--- config.mk ---
export PLATFORM = sky130hd
export DESIGN_NAME = mem_port_arbiter
export DESIGN_NICKNAME = d
export VERILOG_FILES = /design/src/rtl/mem_port_arbiter.sv
export SDC_FILE = /design/constraint.sdc
export NUM_CORES = 1
export LEC_CHECK = 0
export CAP_MARGIN = 20
export CORE_MARGIN = 5
export CORE_UTILIZATION = 28
export CTS_CLUSTER_DIAMETER = 50
export DETAILED_ROUTE_END_ITERATION = 6
export GPL_ROUTABILITY_DRIVEN = 0
export HOLD_SLACK_MARGIN = 0.02
export PLACE_DENSITY = 0.64
export SLEW_MARGIN = 20
export SYNTH_ARGS = -nofsm -noshare
export SYNTH_HDL_FRONTEND = slang
export SYNTH_SLANG_ARGS = --single-unit
--- constraint.sdc ---
create_clock -name clk -period 3.45 [get_ports clk]
set_input_delay 0.5175 -clock clk [delete_from_list [all_inputs] [get_ports clk]]
set_output_delay 0.5175 -clock clk [all_outputs]
set_load 0.02 [all_outputs]
--- src/rtl/mem_port_arbiter.sv ---
// Arbitrates an instruction-fetch port and a data port onto one single-ported
// memory, one transaction in flight, with anti-starvation for fetches.
module mem_port_arbiter #(
    parameter int WIDTH      = 32,
    parameter int STARVE_MAX = 4
) (
    input  logic             clk,
    input  logic             rst,
    input  logic             if_req,
    input  logic [WIDTH-1:0] if_addr,
    input  logic             if_flush,
    output logic [WIDTH-1:0] if_rdata,
    output logic             if_valid,
    output logic             if_stall,
    input  logic             dm_req,
    input  logic             dm_we,
    input  logic [WIDTH-1:0] dm_addr,
    input  logic [WIDTH-1:0] dm_wdata,
    input  logic [3:0]       dm_be,
    output logic [WIDTH-1:0] dm_rdata,
    output logic             dm_valid,
    output logic             dm_stall,
    output logic             mem_req,
    output logic             mem_we,
    output logic [WIDTH-1:0] mem_addr,
    output logic [WIDTH-1:0] mem_wdata,
    output logic [3:0]       mem_be,
    input  logic             mem_gnt,
    input  logic             mem_rvalid,
    input  logic [WIDTH-1:0] mem_rdata,
    output logic             proto_err
);
    typedef enum logic [1:0] {IDLE, REQ, WAIT} state_t;
    localparam logic [3:0] SMAX = 4'(STARVE_MAX);

    state_t           state_q, state_d;
    logic             owner_q, owner_d;   // 1 = data port owns the transaction
    logic [WIDTH-1:0] addr_q, addr_d, wdata_q, wdata_d;
    logic             we_q, we_d;
    logic [3:0]       be_q, be_d, starve_q, starve_d;
    logic             discard_q, discard_d, perr_q, perr_d;
    logic             pick_data;

    // Data normally wins; a fetch that has waited STARVE_MAX data grants goes first.
    assign pick_data = dm_req && !(if_req && starve_q == SMAX);

    always_comb begin
        state_d   = state_q;
        owner_d   = owner_q;
        addr_d    = addr_q;
        wdata_d   = wdata_q;
        we_d      = we_q;
        be_d      = be_q;
        starve_d  = starve_q;
        discard_d = discard_q;
        perr_d    = perr_q;
        mem_req   = 1'b0;
        mem_we    = 1'b0;
        mem_addr  = '0;
        mem_wdata = '0;
        mem_be    = '0;
        if_valid  = 1'b0;
        if_rdata  = '0;
        dm_valid  = 1'b0;
        dm_rdata  = '0;
        case (state_q)
            IDLE: begin
                if (mem_rvalid) perr_d = 1'b1;
                if (if_req || dm_req) begin
                    state_d   = REQ;
                    owner_d   = pick_data;
                    discard_d = 1'b0;
                    if (pick_data) begin
                        addr_d  = dm_addr;
                        we_d    = dm_we;
                        wdata_d = dm_wdata;
                        be_d    = dm_be;
                        if (if_req && starve_q != SMAX) starve_d = starve_q + 4'd1;
                    end else begin
                        addr_d   = if_addr;
                        we_d     = 1'b0;
                        wdata_d  = '0;
                        be_d     = 4'hF;
                        starve_d = '0;
                    end
                end
            end
            REQ: begin
                mem_req   = 1'b1;
                mem_we    = we_q;
                mem_addr  = addr_q;
                mem_wdata = wdata_q;
                mem_be    = be_q;
                // A response before the grant is a memory-side violation, never a completion.
                if (mem_rvalid) perr_d = 1'b1;
                if (if_flush && !owner_q) discard_d = 1'b1;
                if (mem_gnt) state_d = WAIT;
            end
            WAIT: begin
                if (mem_rvalid) begin
                    state_d   = IDLE;
                    discard_d = 1'b0;
                    if (owner_q) begin
                        dm_valid = 1'b1;
                        dm_rdata = mem_rdata;
                    end else if (!discard_q && !if_flush) begin
                        if_valid = 1'b1;
                        if_rdata = mem_rdata;
                    end
                end else if (if_flush && !owner_q) begin
                    discard_d = 1'b1;
                end
            end
            default: state_d = IDLE;
        endcase
        if (rst) begin
            mem_req   = 1'b0;
            mem_we    = 1'b0;
            mem_addr  = '0;
            mem_wdata = '0;
            mem_be    = '0;
            if_valid  = 1'b0;
            if_rdata  = '0;
            dm_valid  = 1'b0;
            dm_rdata  = '0;
        end
    end

    assign if_stall  = if_req & ~if_valid;
    assign dm_stall  = dm_req & ~dm_valid;
    assign proto_err = perr_q & ~rst;

    always_ff @(posedge clk) begin
        if (rst) begin
            state_q   <= IDLE;
            owner_q   <= 1'b0;
            addr_q    <= '0;
            wdata_q   <= '0;
            we_q      <= 1'b0;
            be_q      <= '0;
            starve_q  <= '0;
            discard_q <= 1'b0;
            perr_q    <= 1'b0;
        end else begin
            state_q   <= state_d;
            owner_q   <= owner_d;
            addr_q    <= addr_d;
            wdata_q   <= wdata_d;
            we_q      <= we_d;
            be_q      <= be_d;
            starve_q  <= starve_d;
            discard_q <= discard_d;
            perr_q    <= perr_d;
        end
    end
endmodule

==> flow_metrics.py, run 1 <==
metrics = {
    "routing": {
        "wl_per_cell_microns": 17.0,
        "residual_antenna_violating_net_count_after_detailed_routing": 0,
        "routed_via_density": 5.01,
        "number_of_design_rule_violations_left_after_detail_routing": 0,
        "drtPass1Iterations": 5,
        "vias_after_detailed_routing": 4844,
        "drt_iter0_drc": 267,
        "finalWirelength_microns": 16400,
    },
    "global_route": {
        "grt_first_pass_wirelength_microns": 25800,
        "grt_start_max_net_pins": 69,
        "grt_use_total": 0.178,
        "first_global_vias": 4737,
        "antenna_found_initial": 0,
        "overflow": 0,
    },
    "final_layout": {
        "finish.instance_area_sq_um": 7410,
        "layout.core_utilization": 0.495,
        "ff_latch_area_sq_um": 1560,
        "multiInputGateArea_sq_um": 2400,
        "num-nets-final": 920,
        "area_delta_synth_final_pct": 75.4,
        "drive_above_1_share": 0.0488,
        "fill_cells": 1416,
        "diodes": 0,
    },
    "yosys": {
        "leading_register_cell_type_out_of_synthesis": "sky130_fd_sc_hd__dfxtp_1",
        "syn_inst": 528,
        "synth.ff_latch_count": 78,
        "synth_enable_flop_cells": 0,
        "synth_cell_types": 33,
        "synth_seq_area_share": 0.370,
        "synth.top_cells.by_area": "sky130_fd_sc_hd__dfxtp_1 37%, sky130_fd_sc_hd__and2_1 20%, sky130_fd_sc_hd__o21ai_0 7.8%",
        "synth_largest_type_area_fraction": 0.370,
        "post_synthesis_cell_area_sq_um": 4230,
        "post_synth_most_frequent_cells": "135 x sky130_fd_sc_hd__and2_1, 78 x sky130_fd_sc_hd__dfxtp_1, 66 x sky130_fd_sc_hd__o21ai_0, 37 x sky130_fd_sc_hd__nor2_1, 36 x sky130_fd_sc_hd__clkbuf_1",
        "asyncSetResetFlopFracSynth": 0,
        "syn-num-nets": 675,
        "yosys.cell_count.top_type": "sky130_fd_sc_hd__and2_1",
        "synth.yosys.warnings": 0,
        "avgSynthCellArea_sq_um": 8.00,
        "cell_accounting_for_the_most_synthesized_area": "sky130_fd_sc_hd__dfxtp_1",
    },
    "sta": {
        "finalSetupTns_ns": 0,
        "max_slew.worst_pin.slew_ns": 1.02,
        "setup_violations": 0,
        "fin_hold_ws_ns": 0.461,
        "rsz0062_at_grt": "no",
        "finalCritPeriodShare": 0.843,
        "number_of_max_slew_violations_in_the_final_report": 0,
        "finalWorstPathRequiredPeriod_ns": 2.91,
        "timing.max_slew.rel_slack": 0.318,
        "finClkSkew_ns": 0.00457,
        "hold_viol_final": 0,
        "timing.fmax_ghz": 0.344,
    },
    "clock_tree": {
        "cts-resized-gates": 0,
        "numClockSinks": 78,
        "clkSlewWorstSetupHoldPaths_ns": 0.06,
        "cts_tree": "done",
        "post_cts_hold_buffer_count": 0,
        "numCtsBuffers": 9,
        "cts-root-to-sink-buffers": 2,
        "clkLatencyLatePin_ns": 0.34,
        "cts-root-buf": "sky130_fd_sc_hd__clkbuf_16",
        "postCtsSetupRepairBufs": 0,
        "cts-htree-levels": 3,
    },
    "floorplan": {
        "ioPinCount": 279,
        "chipHeight_microns": 133,
        "die_w_microns": 133,
        "initial_utilization": 0.282,
        "design.die.area_sq_um": 17600,
        "fp.coreArea_sq_um": 15000,
        "floorplan.rows": 45,
    },
    "worst_setup_path": {
        "most_frequent_cell_on_the_critical_path": "sky130_fd_sc_hd__clkdlybuf4s50_1",
        "path_buf_inv": 3,
        "crit_path_top_delay_cell": "sky130_fd_sc_hd__clkdlybuf4s50_1",
        "rr_worst_depth": 5,
        "setup_crit_path_kind": "input pin to primary output",
        "start_kind": "input pin",
        "cp_slowest_stage_delay_ns": 0.60,
        "origin_of_the_critical_flop_to_flop_path": "state_q[1]$_SDFFE_PP0P_",
        "cp.arrival_ns": 2.39,
        "critical_path.startpoint": "mem_rvalid",
        "cp_top_family": "buffers and inverters",
        "timing.critical_path.cells": "clkdlybuf4s50_1 -> nand3b_4 -> nor4_4 -> buf_4 -> and2_1 -> clkdlybuf4s50_1",
        "timing.critical_path.required_ns": 2.93,
        "worstPathMaxFanout": 34,
        "endpoint_kind": "primary output",
        "timing.critical_path.depth": 6,
    },
    "placed_design": {
        "dpl.hpwl_microns": 11900,
        "post_dp_cell_area_sq_um": 7090,
        "port-buffer-count": 278,
    },
    "worst_hold_path": {
        "worstHoldPathCells": 2,
        "min_path_type": "flop to flop",
        "hold_path.startpoint": "perr_q$_SDFFE_PP0P_",
    },
    "power": {
        "pwr-share-comb": 0.248,
        "p_sw_frac": 0.277,
        "powerDensity_nw_per_um2": 375,
        "power_mw": 2.78,
        "power.share.clock": 0.366,
        "internal-power_mw": 2.01,
        "pwr-share-seq": 0.386,
        "vdd_ir_drop_max_mv": 0.283,
        "p_leak_nw": 2.73,
        "p_switching_mw": 0.768,
    },
    "run_status": {
        "run_status": "finished clean",
    },
    "run": {
        "maxCapViolCount": 0,
    },
}
final cells by class:
class | instances | area share
Inverter | 9 | 0.00456
Sequential cell | 78 | 0.211
Multi-Input combinational cell | 386 | 0.324
Tap cell | 188 | 0.0317
Clock buffer | 12 | 0.0333
Timing Repair Buffer | 289 | 0.386
Clock inverter | 4 | 0.00946
cell families after synthesis:
logic type      share of synthesized area
fa+ha+maj                          0.0207
simple gates                        0.318
buf+inv                            0.0648
flops                               0.370
compound gates                      0.227
routing by layer:
| metal | global-route usage | wire (microns) | vias up |
|---|---|---|---|
| li1 | - | - | 2348 |
| met1 | 0.230 | 7210 | 2288 |
| met2 | 0.289 | 7840 | 194 |
| met3 | 0.0643 | 1230 | 14 |
| met4 | 0.0346 | 148 | 0 |
| met5 | 0 | 0 | - |
worst paths after layout:
check	to	slack, ns
min reg2reg	perr_q$_SDFFE_PP0P_	0.46
max	if_rdata[4]	0.54
min	perr_q$_SDFFE_PP0P_	0.46
max reg2reg	be_q[3]$_SDFFE_PP0P_	1.55
stage by stage:
stage                     cells  setup slack [ns]
after floorplan             528              1.31
after global placement      950             0.553
after detailed placement    950             0.551
after CTS                   966             0.514
after global routing        966             0.391
final                       966             0.541
power by group through the flow:
| stage | Combinational (mW) | Clock, mW | Sequential (mW) |
|---|---|---|---|
| global placement | 0.679 | 0 | 1.08 |
| detailed placement | 0.690 | 0 | 1.09 |
| CTS | 0.694 | 1.05 | 1.07 |
| floorplan | 0.383 | 0 | 1.07 |
| finish | 0.690 | 1.02 | 1.07 |
| global route | 0.755 | 1.09 | 1.08 |
flip-flops by register name (all words and copies together), names as in the netlist:
name and flops:
owner_q 1, state_q 2, perr_q 1, wdata_q 32
we_q 1, addr_q 32, be_q 4, discard_q 1
starve_q 4
placed cells by master (no fill, tap or decap), types with 2 or more instances in the layout:
cell type and count:
sky130_fd_sc_hd__o21a_1 2, sky130_fd_sc_hd__clkbuf_16 9, sky130_fd_sc_hd__clkinv_2 2, sky130_fd_sc_hd__a32oi_1 33, sky130_fd_sc_hd__a21oi_1 4, sky130_fd_sc_hd__clkbuf_1 2, sky130_fd_sc_hd__buf_4 11, sky130_fd_sc_hd__dfxtp_1 78
sky130_fd_sc_hd__o221a_2 4, sky130_fd_sc_hd__nand4_1 2, sky130_fd_sc_hd__nand3_1 34, sky130_fd_sc_hd__a31oi_1 34, sky130_fd_sc_hd__and2_1 135, sky130_fd_sc_hd__nor2b_1 3, sky130_fd_sc_hd__nand4b_1 3, sky130_fd_sc_hd__clkdlybuf4s50_1 277
sky130_fd_sc_hd__bufinv_16 2, sky130_fd_sc_hd__nor2_1 37, sky130_fd_sc_hd__inv_1 8, sky130_fd_sc_hd__ha_1 7, sky130_fd_sc_hd__o31a_1 2, sky130_fd_sc_hd__o21ai_0 66, sky130_fd_sc_hd__nand2_1 7
tightest hold or removal path, stage by stage (launching register included):
cell and delay (ns):
sky130_fd_sc_hd__dfxtp_1 0.30, sky130_fd_sc_hd__inv_1 0.06, sky130_fd_sc_hd__a21oi_1 0.06
Power figures use the tool's default switching activity.
==> run 2: changes to the inputs <==
clock period = 2.76 ns   (was 3.45 ns; I/O delays follow)
==> run 2 against run 1 <==
Design area increased by 4.8%. Die area unchanged. Worst setup slack got worse by 0.40 ns. Sequential power increased by 25%. Worst hold slack got worse by 0.057 ns. Highest routed layer unchanged. Sequential cell count unchanged. Wire length increased by 4.2%. Global-route usage increased by 0.12 points. Clock-buffer cell count decreased by 1.
==> flow_metrics.py, run 2 (synthesis gave the netlist of run 1 again) <==
metrics = {
    "worst_hold_path": {
        "hold_path.startpoint": "rst",
        "min_path_type": "input pin to flop",
        "worstHoldPathCells": 2,
        "worst_hold_path.endpoint": "starve_q[2]$_SDFFE_PP0P_",
    },
    "floorplan": {
        "initial_utilization": 0.282,
        "floorplan.rows": 45,
        "fp.coreArea_sq_um": 15000,
        "die_w_microns": 133,
        "ioPinCount": 279,
        "chipHeight_microns": 133,
        "design.die.area_sq_um": 17600,
    },
    "global_route": {
        "grt_first_pass_wirelength_microns": 25800,
        "grt_start_max_net_pins": 59,
        "antenna_found_initial": 0,
        "first_global_vias": 4879,
        "overflow": 0,
        "grt_use_total": 0.180,
    },
    "worst_setup_path": {
        "cp.arrival_ns": 2.21,
        "crit-reg2reg-capture": "discard_q$_SDFFE_PP0P_",
        "origin_of_the_critical_flop_to_flop_path": "state_q[1]$_SDFFE_PP0P_",
        "start_kind": "flop",
        "worst-r2r-setup-slack_ns": 0.90,
        "endpoint_kind": "primary output",
        "cp_slowest_stage_delay_ns": 0.60,
        "setup_crit_path_kind": "flop to primary output",
        "rr_worst_depth": 6,
        "crit_path_top_delay_cell": "sky130_fd_sc_hd__clkdlybuf4s50_1",
        "timing.critical_path.cells": "inv_1 -> ha_2 -> nor2b_4 -> clkbuf_16 -> and2_1 -> clkdlybuf4s50_1",
        "worstPathMaxFanout": 28,
        "timing.critical_path.required_ns": 2.35,
    },
    "final_layout": {
        "ff_latch_area_sq_um": 1560,
        "num-nets-final": 927,
        "multiInputGateArea_sq_um": 2410,
        "diodes": 0,
        "layout_top_registers": "addr_q: 32 flops, wdata_q: 32 flops",
        "fill_cells": 1406,
        "mostFrequentLayoutCells": "182 x sky130_fd_sc_hd__clkdlybuf4s50_1, 135 x sky130_fd_sc_hd__and2_1, 95 x sky130_fd_sc_hd__dlymetal6s2s_1",
        "instances_no_fill": 972,
        "area_delta_synth_final_pct": 83.7,
        "mostFrequentLayoutCell": "sky130_fd_sc_hd__clkdlybuf4s50_1",
        "drive_above_1_share": 0.0599,
    },
    "sta": {
        "number_of_max_slew_violations_in_the_final_report": 0,
        "setup_violations": 0,
        "finalCritPeriodShare": 0.950,
        "finalWorstPathRequiredPeriod_ns": 2.62,
        "finalSetupTns_ns": 0,
        "finClkSkew_ns": 0.00582,
        "setup_slack_ns": 0.138,
        "timing.max_slew.rel_slack": 0.679,
        "max_slew.worst_pin.slew_ns": 0.481,
        "hold_viol_final": 0,
        "timing.fmax_ghz": 0.381,
    },
    "clock_tree": {
        "numClockSinks": 78,
        "clkSlewWorstSetupHoldPaths_ns": 0.06,
        "cts-htree-levels": 3,
        "cts_tree": "done",
        "cts-root-to-sink-buffers": 2,
        "post_cts_hold_buffer_count": 0,
        "clkLatencyLatePin_ns": 0.34,
        "postCtsSetupRepairBufs": 0,
        "cts-resized-gates": 0,
        "cts-root-buf": "sky130_fd_sc_hd__clkbuf_16",
        "numCtsBuffers": 9,
    },
    "placed_design": {
        "dpl_worst_slack_ns": 0.118,
        "dpl.hpwl_microns": 12100,
        "port-buffer-count": 278,
        "placedCellCount": 956,
    },
    "power": {
        "power_mw": 3.48,
        "vdd_ir_drop_max_mv": 0.293,
        "p_leak_nw": 4.52,
        "powerDensity_nw_per_um2": 448,
    },
    "routing": {
        "wl_per_cell_microns": 17.6,
        "vias_after_detailed_routing": 4867,
        "finalWirelength_microns": 17100,
        "routed_via_density": 5.01,
        "drt_iter0_drc": 250,
        "drtPass1Iterations": 4,
        "number_of_design_rule_violations_left_after_detail_routing": 0,
        "residual_antenna_violating_net_count_after_detailed_routing": 0,
    },
    "run": {
        "maxCapViolCount": 0,
    },
    "run_status": {
        "run_status": "finished clean",
    },
}
run 2: cell count changes in the layout (fill, tap and decap cells not counted), moves of 2 or more:
cell	change
sky130_fd_sc_hd__clkdlybuf4s50_1	-95
sky130_fd_sc_hd__buf_12	+4
sky130_fd_sc_hd__dlymetal6s2s_1	+95
sky130_fd_sc_hd__buf_4	+2
run 2: power by group:
part	switching [mW]	internal, mW	total [mW]
combinational	0.444	0.450	0.893
clock	0.458	0.786	1.24
sequential	0.0678	1.27	1.34
total	0.970	2.51	3.48
run 2: metrics by stage:
stage	hold slack (ns)	util	area, sq um
6_report	0.404	0.518	7760
5_1_grt	0.401	0.518	7760
4_1_cts	0.383	0.500	7490
3_5_place_dp	0.458	0.480	7190
3_3_place_gp	0.449	0.480	7190
2_1_floorplan	0.432	-	4230
run 2: cell type report:
cell class                      instances  area share
Inverter                                9     0.00435
Tap cell                              188      0.0303
Clock buffer                           11      0.0300
Clock inverter                          4     0.00935
Timing Repair Buffer                  296       0.415
Multi-Input combinational cell        386       0.310
Sequential cell                        78       0.201
run 2: routing by layer:
| metal | vias to the layer above | routed length, microns | GRT usage |
|---|---|---|---|
| li1 | 2365 | - | - |
| met1 | 2300 | 7290 | 0.217 |
| met2 | 184 | 8280 | 0.298 |
| met3 | 18 | 1290 | 0.0646 |
| met4 | 0 | 254 | 0.0583 |
| met5 | - | 0 | 0 |
run 2: worst max-delay path by stage:
stage / from / endpoint / slack (ns) / cells past startpoint
final: state_q[1]$_SDFFE_PP0P_ / mem_addr[19] / 0.14 / 6
after global routing: state_q[1]$_SDFFE_PP0P_ / mem_addr[2] / -0.001 / 6
after CTS: state_q[0]$_SDFFE_PP0P_ / if_stall / 0.03 / 7
after detailed placement: mem_rvalid / dm_rdata[1] / 0.12 / 6
after global placement: mem_rvalid / dm_rdata[31] / 0.11 / 6
after floorplan: state_q[1]$_SDFFE_PP0P_ / mem_addr[22] / 0.81 / 5
run 2: worst max-delay path, delay by kind of cell, from the launching register on:
kind	cells	cell delay (ns)
fa+ha+maj	1	0.21
buf+inv	3	0.94
flops	1	0.34
simple gates	2	0.38
==> run 3: changes to the inputs <==
CTS_CLUSTER_SIZE = 8   (was not set)
==> results of run 3 <==
No change in the layout: final DEF, timing and power equal those of run 2.
